### src/rtl/ctrl_pkg.sv
// ctrl_pkg: opcode constants, the ctrl_t control bundle and the bubble value
// shared by the decoder and the control pipeline.
package ctrl_pkg;

  localparam logic [3:0] OP_LW  = 4'b1000;
  localparam logic [3:0] OP_SW  = 4'b1001;
  localparam logic [3:0] OP_LLB = 4'b1010;
  localparam logic [3:0] OP_LHB = 4'b1011;
  localparam logic [3:0] OP_B   = 4'b1100;
  localparam logic [3:0] OP_BR  = 4'b1101;
  localparam logic [3:0] OP_PCS = 4'b1110;
  localparam logic [3:0] OP_HLT = 4'b1111;

  typedef struct packed {
    logic [2:0] alu_op;
    logic       reg_dst;
    logic       alu_src;
    logic       branch;
    logic       branch_reg;
    logic       mem_read;
    logic       mem_to_reg;
    logic       mem_write;
    logic       mem_half;
    logic       reg_write;
    logic       pcs;
    logic       halt;
  } ctrl_t;

  localparam int CW = $bits(ctrl_t);

  localparam ctrl_t BUBBLE = '0;

endpackage

### src/rtl/ctrl_decode.sv
// ctrl_decode: purely combinational opcode -> control bundle; an invalid
// instruction decodes to a bubble.
module ctrl_decode
  import ctrl_pkg::*;
(
  input  logic          valid,
  input  logic [3:0]    opcode,
  output logic [CW-1:0] ctrl
);

  ctrl_t dec;

  // Opcode decode; every field not set for an opcode stays 0.
  always_comb begin
    dec = BUBBLE;
    if (valid) begin
      if (!opcode[3]) begin
        dec.alu_op    = opcode[2:0];
        dec.reg_dst   = 1'b1;
        dec.reg_write = 1'b1;
      end else begin
        case (opcode)
          OP_LW: begin
            dec.mem_read   = 1'b1;
            dec.mem_to_reg = 1'b1;
            dec.alu_src    = 1'b1;
            dec.reg_write  = 1'b1;
          end
          OP_SW: begin
            dec.mem_write = 1'b1;
            dec.alu_src   = 1'b1;
          end
          OP_LLB: begin
            dec.alu_src   = 1'b1;
            dec.reg_write = 1'b1;
          end
          OP_LHB: begin
            dec.alu_src   = 1'b1;
            dec.mem_half  = 1'b1;
            dec.reg_write = 1'b1;
          end
          OP_B:   dec.branch = 1'b1;
          OP_BR: begin
            dec.branch     = 1'b1;
            dec.branch_reg = 1'b1;
          end
          OP_PCS: begin
            dec.pcs       = 1'b1;
            dec.reg_write = 1'b1;
          end
          OP_HLT: dec.halt = 1'b1;
          default: dec = BUBBLE;
        endcase
      end
    end
  end

  assign ctrl = dec;

endmodule

### src/rtl/ctrl_pipe.sv
// ctrl_pipe: decodes the ID opcode and carries the control bundle and
// destination index through NSTAGE pipeline registers (stage 0 = EX,
// stage NSTAGE-1 = WB), with stall, flush, load-use bubbles and sticky halt.
// Optional feature macro: CTRL_LOADUSE_EN enables load-use hazard detection.
module ctrl_pipe
  import ctrl_pkg::*;
#(
  parameter int RW     = 4,
  parameter int NSTAGE = 3
) (
  input  logic                 clk,
  input  logic                 rst_n,
  input  logic                 id_valid,
  input  logic [3:0]           id_opcode,
  input  logic [RW-1:0]        id_rs,
  input  logic [RW-1:0]        id_rt,
  input  logic [RW-1:0]        id_rd,
  input  logic                 stall_in,
  input  logic                 flush,
  output logic [CW-1:0]        id_ctrl,
  output logic [NSTAGE*CW-1:0] st_ctrl,
  output logic [NSTAGE*RW-1:0] st_rd,
  output logic                 hazard_stall,
  output logic                 halted
);

  ctrl_t id_bundle;
  logic  load_use;
  logic  advance;
  logic  inject_bubble;
  logic  halt_pending_q, halt_pending_d;
  logic  halted_q, halted_d;

  ctrl_decode u_decode (
    .valid  (id_valid),
    .opcode (id_opcode),
    .ctrl   (id_ctrl)
  );

  assign id_bundle = id_ctrl;

`ifdef CTRL_LOADUSE_EN
  // Load in EX whose destination (never r0) is a source of the ID instruction.
  always_comb begin
    load_use = id_valid && g_stage[0].ctrl_q.mem_read && (g_stage[0].rd_q != '0) &&
               ((g_stage[0].rd_q == id_rs) || (g_stage[0].rd_q == id_rt));
  end
`else
  logic unused_src;
  assign unused_src = ^{id_rs, id_rt};
  assign load_use   = 1'b0;
`endif

  assign hazard_stall  = load_use;
  assign advance       = !stall_in;
  assign inject_bubble = flush || load_use || halt_pending_q;

  for (genvar k = 0; k < NSTAGE; k++) begin : g_stage
    ctrl_t         ctrl_q, ctrl_d;
    logic [RW-1:0] rd_q, rd_d;

    if (k == 0) begin : g_head
      // Stage 0 takes the decoded ID instruction or a bubble.
      always_comb begin
        ctrl_d = ctrl_q;
        rd_d   = rd_q;
        if (advance) begin
          if (inject_bubble) begin
            ctrl_d = BUBBLE;
            rd_d   = '0;
          end else begin
            ctrl_d = id_bundle;
            rd_d   = id_rd;
          end
        end
      end
    end else begin : g_tail
      // Later stages shift from the previous stage unless frozen.
      always_comb begin
        ctrl_d = ctrl_q;
        rd_d   = rd_q;
        if (advance) begin
          ctrl_d = g_stage[k-1].ctrl_q;
          rd_d   = g_stage[k-1].rd_q;
        end
      end
    end

    // Stage register; reset discards in-flight bundles.
    always_ff @(posedge clk or negedge rst_n) begin
      if (!rst_n) begin
        ctrl_q <= BUBBLE;
        rd_q   <= '0;
      end else begin
        ctrl_q <= ctrl_d;
        rd_q   <= rd_d;
      end
    end

    assign st_ctrl[k*CW +: CW] = ctrl_q;
    assign st_rd[k*RW +: RW]   = rd_q;
  end

  // halted is set on the edge that moves the halt into WB (looking at the
  // stage before WB), so it rises together with WB halt=1.
  always_comb begin
    halt_pending_d = halt_pending_q;
    halted_d       = halted_q;
    if (advance) begin
      if (!inject_bubble && id_bundle.halt) halt_pending_d = 1'b1;
      if (g_stage[NSTAGE-2].ctrl_q.halt)    halted_d       = 1'b1;
    end
  end

  // Sticky halt flags, cleared only by reset.
  always_ff @(posedge clk or negedge rst_n) begin
    if (!rst_n) begin
      halt_pending_q <= 1'b0;
      halted_q       <= 1'b0;
    end else begin
      halt_pending_q <= halt_pending_d;
      halted_q       <= halted_d;
    end
  end

  assign halted = halted_q;

endmodule

### config.mk
export PLATFORM = sky130hd
export DESIGN_NAME = ctrl_pipe
export DESIGN_NICKNAME = d
export VERILOG_FILES = /design/src/rtl/ctrl_pkg.sv /design/src/rtl/ctrl_decode.sv /design/src/rtl/ctrl_pipe.sv
export SDC_FILE = /design/constraint.sdc
export NUM_CORES = 1
export LEC_CHECK = 0
export BUFFER_PORTS_ARGS = -buffer_cell sky130_fd_sc_hd__clkbuf_2
export CORE_AREA = 4 4 73 75
export DETAILED_ROUTE_END_ITERATION = 12
export DIE_AREA = 0 0 77 79
export GPL_ROUTABILITY_DRIVEN = 0
export HOLD_SLACK_MARGIN = 0.05
export MAX_ROUTING_LAYER = met4
export PLACE_DENSITY = 0.88
export SLEW_MARGIN = 40
export SYNTH_ARGS = -nofsm -noshare
export SYNTH_HDL_FRONTEND = slang
export SYNTH_SLANG_ARGS = --single-unit
### constraint.sdc
create_clock -name clk -period 1.5 [get_ports clk]
set_input_delay 0.3 -clock clk [delete_from_list [all_inputs] [get_ports clk]]
set_output_delay 0.3 -clock clk [all_outputs]
set_load 0.05 [all_outputs]
# Word-level counts from Yosys, hierarchy flattened
# Cells that the tools add are included.
[totals] rom_bits=0 inputBits=21 n_memories=0 latch_bits=0 out_inout_bits=70 ramBits=0 register_bits=56 word_cells=74
[op_classes] order_cmp=0 muxes=16 n_addsub=0 bitwise=1 n_mul=0 eq_ne=8 n_shift=0 n_reduce_logical=8 div=0
[ops] cell="$eq 4x4->1 const B" n=8
[ops] cell="$mux 14" n=2
[ops] cell="$mux 1" n=9
[ops] cell="$mux 4" n=2
[ops] cell="$reduce_or 4->1" n=2
[ops] cell="$mux 7" n=1
[ops] cell="$mux 2" n=2
[ops] cell="$reduce_and 2->1" n=2
[ops] cell="$reduce_or 2->1" n=1
[ops] cell="$logic_and 1x1->1" n=1
[ops] cell="$logic_not 1->1" n=1
[ops] cell="$logic_or 1x1->1" n=1
[ops] cell="$not 1->1" n=1

# Depth between registers and ports, before layout
# Gate-level depths: netlist of run 1.
[logic_depth] word_depth=7 depth_mapped=4

# Hierarchy
# Synthesis of run 1 repeated with hierarchy kept, for this count alone.
[hier_totals] hier_cells=167 area_unflattened_um2=2328.5
[by_module_without_submodules] module="ctrl_pipe" cells_per_inst=145 instances=1 area_per_inst_um2=2210.9 seq_area_each_um2=1401.3
[by_module_without_submodules] module="ctrl_decode" cells_per_inst=22 instances=1 area_per_inst_um2=117.6 seq_area_each_um2=0.0

# Worst setup path before layout of run 1
# OpenSTA, ideal clock, no wires.
[synth_path] path_kind="input to output" from="input port id_opcode[2]" to="output port id_ctrl[6]" setup_slack_ps=-884 arrival_time_ps=2084 n_path_buf=1 path_stages=3 path_cell_list="nand3b_1 > nor3_1 > buf_4"
[synth_between] elab_chain_len=4
[synth_lines] item="start: declaration" line_no="ctrl_pipe.sv:14" source="input logic [3:0] id_opcode,"
[synth_lines] item="$eq 4x4->1" line_no="ctrl_decode.sv:22" source="case (opcode)"
[synth_lines] item="$mux 2" line_no="ctrl_decode.sv:22"
[synth_lines] item="$mux 7" line_no="ctrl_decode.sv:17" source="if (!opcode[3]) begin"
[synth_lines] item="$mux 14" line_no="ctrl_decode.sv:16" source="if (valid) begin"
[synth_lines] item="end: declaration" line_no="ctrl_pipe.sv:20" source="output logic [CW-1:0] id_ctrl,"
# Every way passes these cells.

# Worst setup path in the final report of run 1
[layout_path] from="input port id_opcode[2]" to="output port id_ctrl[4]"
[layout_between] elab_chain_len=4
[layout_lines] item="$eq 4x4->1" line_no="ctrl_decode.sv:22"
[layout_lines] item="$mux 1" line_no="ctrl_decode.sv:22"
[layout_lines] item="$mux 7" line_no="ctrl_decode.sv:17"
[layout_lines] item="$mux 14" line_no="ctrl_decode.sv:16"
# Every way passes these cells.

==> results.yml, run 1 <==
clock_tree:
  cts_root_buf: "clkbuf_8"
  post_cts_buffers: 0
  clk_pin_slew_ns: 0.09
  cts_buffers: 5
  clk_path_buf_depth: 2
  clock-sinks: 53
  htree_num_levels: 2
  cts_tree: "yes"
  clk_latency_ns: 0.30
critical_path:
  max_stage_delay_ns: 0.26
  crit_path_end_kind: "output pin"
  critPathKind: "primary input to output pin"
  start_kind: "primary input"
  path_max_fanout: 6
  crit_slowest_cell: "nand3b_1"
  arrival_ns: 1.13
  required_ns: 1.20
  crit_chain: "buf_8 > nand3b_1 > inv_1 > and3_4 > buf_12"
  setup.worst_path.start: "id_opcode[2]"
  reg2reg_from: "halt_pending_q$_DFFE_PN0P_"
timing:
  fin_ws_ns: 0.0698
  setup_viol: 0
  hold_viol: 0
  rsz0062_at_grt: "true"
  drv_slew: 0
  max_freq_ghz: 0.699
  clock_skew_ns: 0.00549
  min_period_ns: 1.43
  post-route-period-util_pct: 95.3
  fin_tns_setup_ns: 0
synth:
  synth_top_family_by_area: "multiplexers"
  synth-seq-area-share_pct: 61.9
  muxShareOfSynthArea_pct: 17.3
  synth_xor_area_share_pct: 0
  syn_inst: 148
  synth_area_leaders: "dfrtp_1, mux2_2, a22o_1"
  yosys.area_share.simple_pct: 8.64
  synth-warning-count: 0
  synth.top_cell.area_share_pct: 61.9
  yosys.area_share.adder_pct: 0
  synth-compound-area-share_pct: 7.82
  synth_seq_cells: 53
  synth.distinct_cells: 29
  syn_area_per_cell_um2: 14.5
  syn-cell-area_mm2: 0.00214
  synth.largest_area_cell: "dfrtp_1"
  syn_nets: 169
floorplanning:
  rows: 25
  design.die.area_mm2: 0.00608
  pin_count: 91
  die_y_um: 79
  initial_core_util_pct: 46.0
  core_mm2: 0.00466
  die_w_um: 77
grt:
  grt_first_pass_wirelength_mm: 7.79
  grt.overflow.total: 0
  track_usage_pct: 16.5
  grt_max_degree: 54
  antenna_found_initial: 0
  grt_pass1_vias: 1566
layout:
  final_core_util_pct: 61.5
  area_growth_pct: 33.8
  fillCellCount: 383
  diodes: 0
  drive_above_1_share_pct: 62.6
  nets: 258
  layout.cells.non_filler: 292
pwr:
  ir_drop_v: 0.000616
  leakagePower_nw: 1.59
  p_per_area_mw_per_mm2: 1070
  total_power_mw: 3.06
status:
  status: "completed"
route:
  ant_nets: 0
  drtPass1Iterations: 2
  via_per_inst: 5.02
  wirelength_mm: 4.51
  drc_errors: 0
  avgRoutedWirePerCell_um: 15.4
  vias: 1465
  drtIter0Drc: 106
placed_design:
  io_buffer_count: 81
  dp_hpwl_mm: 3.29
  placed_cells: 283
  dp_slack_ns: -0.0539
worst_hold_path:
  hp-start: "id_rd[3]"
  hold_class: "primary input to flop"
flow_run:
  maxCapViolations: 0
[path summary, 6_finish.rpt]
check,end,slack [ns],depth (start not counted)
setup / recovery,id_ctrl[4],0.07,5
hold / removal,g_stage[0].rd_q[3]$_DFFE_PN0N_,0.21,2
setup reg to reg,st_ctrl[4]$_DFFE_PN0N_,0.28,3
hold reg to reg,halted$_DFFE_PN0P_,0.48,1
max in group asynchronous,halt_pending_q$_DFFE_PN0P_,0.74,3
min in group asynchronous,st_ctrl[27]$_DFFE_PN0N_,0.52,3
[layout by cell type (no fill, tap or decap), drive strengths merged]
cell type / instances
buf: 19
and2: 5
nor2: 4
clkinv: 2
nand3b: 2
a32o: 3
o41ai: 1
dlygate4sd3: 1
inv: 2
nor2b: 2
nand3: 1
or3: 1
a21o: 3
nor3: 4
nand2: 5
mux2: 33
o211a: 1
a22o: 10
and3: 1
or2: 1
conb: 1
dfrtp: 53
clkbuf: 81
nand2b: 2
[routing by layer]
metal  GRT usage, %  wire length, um
met1           19.6             1850
met2           29.3             2420
met3           3.85              209
met4           2.67               23
met5              -                0
[sequential cells by signal, indices dropped and copies added (netlist names)]
register,cells
st_ctrl,39
halted,1
halt_pending_q,1
g_stage.rd_q,12
[power breakdown]
part | internal, mW | total, mW | switching, mW
combinational | 0.205 | 0.722 | 0.517
sequential | 1.52 | 1.57 | 0.0579
clock | 0.325 | 0.765 | 0.440
total | 2.05 | 3.06 | 1.02
[synthesized netlist by cell type]
library cell,n
a21o_1,3
a22o_1,10
a32o_1,2
a32o_2,1
and2_1,5
and3_1,1
buf_2,5
buf_4,5
buf_6,1
clkbuf_1,2
conb_1,1
dfrtp_1,53
inv_1,2
mux2_2,33
nand2_1,5
nand2b_1,2
nand3_1,1
nand3b_1,2
nor2_1,2
nor2_2,1
nor2_4,1
nor2b_1,2
nor3_1,1
nor3_2,2
nor3_4,1
o211a_1,1
o41ai_2,1
or2_1,1
or3_4,1
[worst max-delay path, delay by kind of cell]
family,cells,cell delay [ns]
buf+inv,3,0.37
simple gates,2,0.46
[cell families (layout without fill, tap and decap cells)]
family	after synthesis	after routing
muxes	33	33
other	1	1
and+or+nand+nor	28	28
AOI/OAI and AO/OA	18	18
buffers and inverters	15	105
DFF	53	53
[stage by stage]
stage | hold WS (ns) | area (um^2)
detailed placement | 0.322 | 2740
CTS | 0.205 | 2850
finish | 0.212 | 2870
floorplan | 0.00441 | 2180
global placement | 0.316 | 2740
global route | 0.205 | 2870
[area by class of cell]
class                      count  area (um^2)  share of cell area (%)
sequential                    53         1330                    46.2
multi-input combinational     80          773                    27.0
timing repair buffer          95          611                    21.3
clock buffer                   6         72.6                    2.53
tap                           54         67.6                    2.36
clock inverter                 2         10.0                   0.349
inverter                       2         7.51                   0.262
[timing repair]
action                     4_1_cts  5_1_grt
setup endpoints to repair        5        7
hold buffers                     1        0
resized for setup                6       12
gates cloned                     0        0
hold endpoints to repair        53        0
Note: power is estimated with default switching activity, not from simulation.
==> inputs of run 2 (changes only) <==
--- a/config.mk
+++ b/config.mk
@@ -10,6 +10,7 @@
 export DETAILED_ROUTE_END_ITERATION = 12
 export DIE_AREA = 0 0 77 79
 export GPL_ROUTABILITY_DRIVEN = 0
+export GPL_TIMING_DRIVEN = 0
 export HOLD_SLACK_MARGIN = 0.05
 export MAX_ROUTING_LAYER = met4
 export PLACE_DENSITY = 0.88
==> results.yml, run 2 (synthesis gave the netlist of run 1 again) <==
pwr:
  ir_drop_v: 0.000581
  seqPwrFrac_pct: 51.7
  clkPwrFrac_pct: 25.1
  leakagePower_nw: 1.57
  internal_power_mw: 2.03
  p_switching_mw: 1.02
  p_per_area_mw_per_mm2: 1080
  combinationalPowerShare_pct: 23.3
  swShare_pct: 33.4
layout:
  fillCellCount: 400
  nets: 257
  multiInputGateArea_um2: 773
  diodes: 0
  layout.cells.non_filler: 291
  area_growth_pct: 31.5
  layout_common_cells: "clkbuf_2, dfrtp_1, mux2_2"
  layout_commonest_cell: "clkbuf_2"
  regArea_mm2: 0.00133
  drive_above_1_share_pct: 62.4
  largest_reg_flops: 39
critical_path:
  crit_chain: "clkbuf_16 > nand3b_1 > nor3_4 > buf_4 > clkbuf_16"
  reg2reg_from: "halt_pending_q$_DFFE_PN0P_"
  path_max_fanout: 6
  reg2reg_slack_ns: 0.19
  crit_top_cell: "clkbuf_16"
  r2r_end: "st_ctrl[13]$_DFFE_PN0N_"
  crit_slowest_cell: "nand3b_1"
  required_ns: 1.20
  critPathKind: "primary input to output pin"
  critical_path_buf_inv_count: 3
  crit_path_end_kind: "output pin"
  max_stage_delay_ns: 0.29
  reg2reg_depth: 3
  arrival_ns: 1.22
  start_kind: "primary input"
  cp_top_family: "simple AND/OR/NAND/NOR gates"
grt:
  met2_usage_pct: 30.1
  grt_pass1_vias: 1584
  grt.busiest_layer: "met2"
  use_met3_pct: 3.74
  grt_first_pass_wirelength_mm: 8.16
  grt.overflow.total: 0
  antenna_found_initial: 0
  track_usage_pct: 17.4
  use_met1_pct: 21.0
  grt_max_degree: 54
floorplanning:
  core_mm2: 0.00466
  initial_core_util_pct: 46.0
  pin_count: 91
  die_w_um: 77
  design.die.area_mm2: 0.00608
  rows: 25
  die_y_um: 79
route:
  avgRoutedWirePerCell_um: 16.7
  via_per_inst: 5.07
  drtPass1Iterations: 4
  drc_errors: 0
  drtIter0Drc: 44
  vias: 1474
  ant_nets: 0
  wirelength_mm: 4.86
clock_tree:
  cts_root_buf: "clkbuf_8"
  clock-sinks: 53
  cts_buffers: 5
  cts_tree: "yes"
  clk_latency_ns: 0.29
  htree_num_levels: 2
  clk_path_buf_depth: 2
  clk_pin_slew_ns: 0.09
placed_design:
  placed_cells: 281
  dp_hpwl_mm: 3.54
  io_buffer_count: 79
  dp_slack_ns: -0.277
timing:
  min_period_ns: 1.52
  max_freq_ghz: 0.659
  clock_skew_ns: 0.00302
  hold_viol: 0
  setup_viol: 2
  whs_ns: 0.0717
  tightest_slew_ns: 0.716
  drv_slew: 0
  post-route-period-util_pct: 101
  timing.slew.headroom_pct: 52.3
  rsz0062_at_grt: "true"
  fin_ws_ns: -0.0175
status:
  status: "finished, violations left"
  violations: "negative setup slack"
flow_run:
  maxCapViolations: 0
worst_hold_path:
  hold_class: "primary input to asynchronous set/reset pin"
[run 2: stage by stage]
step | util (%) | power (mW) | TNS [ns] | instance area (um^2)
after floorplan | - | 2.11 | -0.595 | 2180
after global placement | 56.7 | 2.29 | -1.38 | 2640
after detailed placement | 56.8 | 2.31 | -1.49 | 2650
after CTS | 60.0 | 3.07 | -0.0947 | 2800
after global routing | 60.5 | 3.19 | -0.182 | 2820
final | 60.5 | 3.05 | -0.0223 | 2820
[run 2: power groups by stage]
stage	clock network (mW)	logic, mW	registers [mW]
2_1_floorplan	0	0.217	1.89
3_3_place_gp	0	0.691	1.60
3_5_place_dp	0	0.702	1.60
4_1_cts	0.784	0.714	1.58
5_1_grt	0.851	0.745	1.59
6_report	0.765	0.709	1.57
[run 2: routing by layer]
metal  vias to the layer above  routed length [um]
met5                         -                   0
met1                       739                2030
met4                         0                  22
li1                        692                   -
met2                        41                2600
met3                         2                 211
[run 2: cell type report]
| cell class | instances | area share, % |
|---|---|---|
| Buffer | 13 | 3.02 |
| Clock buffer | 6 | 2.58 |
| Clock inverter | 2 | 0.355 |
| Inverter | 2 | 0.266 |
| Multi-Input combinational cell | 80 | 27.4 |
| Sequential cell | 53 | 47.1 |
| Tap cell | 54 | 2.40 |
| Timing Repair Buffer | 81 | 16.9 |
[run 2: how the worst max path moves through the flow]
stage	from	to	slack, ns	cells past startpoint
global placement	id_opcode[0]	id_ctrl[4]	-0.27	4
global route	id_opcode[2]	id_ctrl[6]	-0.06	5
floorplan	id_opcode[2]	id_ctrl[4]	-0.22	3
finish	id_opcode[2]	id_ctrl[6]	-0.02	5
CTS	id_opcode[2]	id_ctrl[6]	-0.05	5
detailed placement	id_opcode[0]	id_ctrl[4]	-0.28	4
[run 2: timing repair]
action,4_1_cts,5_1_grt
resized for setup,13,9
buffers inserted,1,1
pin swaps,1,1
setup endpoints to repair,11,8
hold buffers,0,0
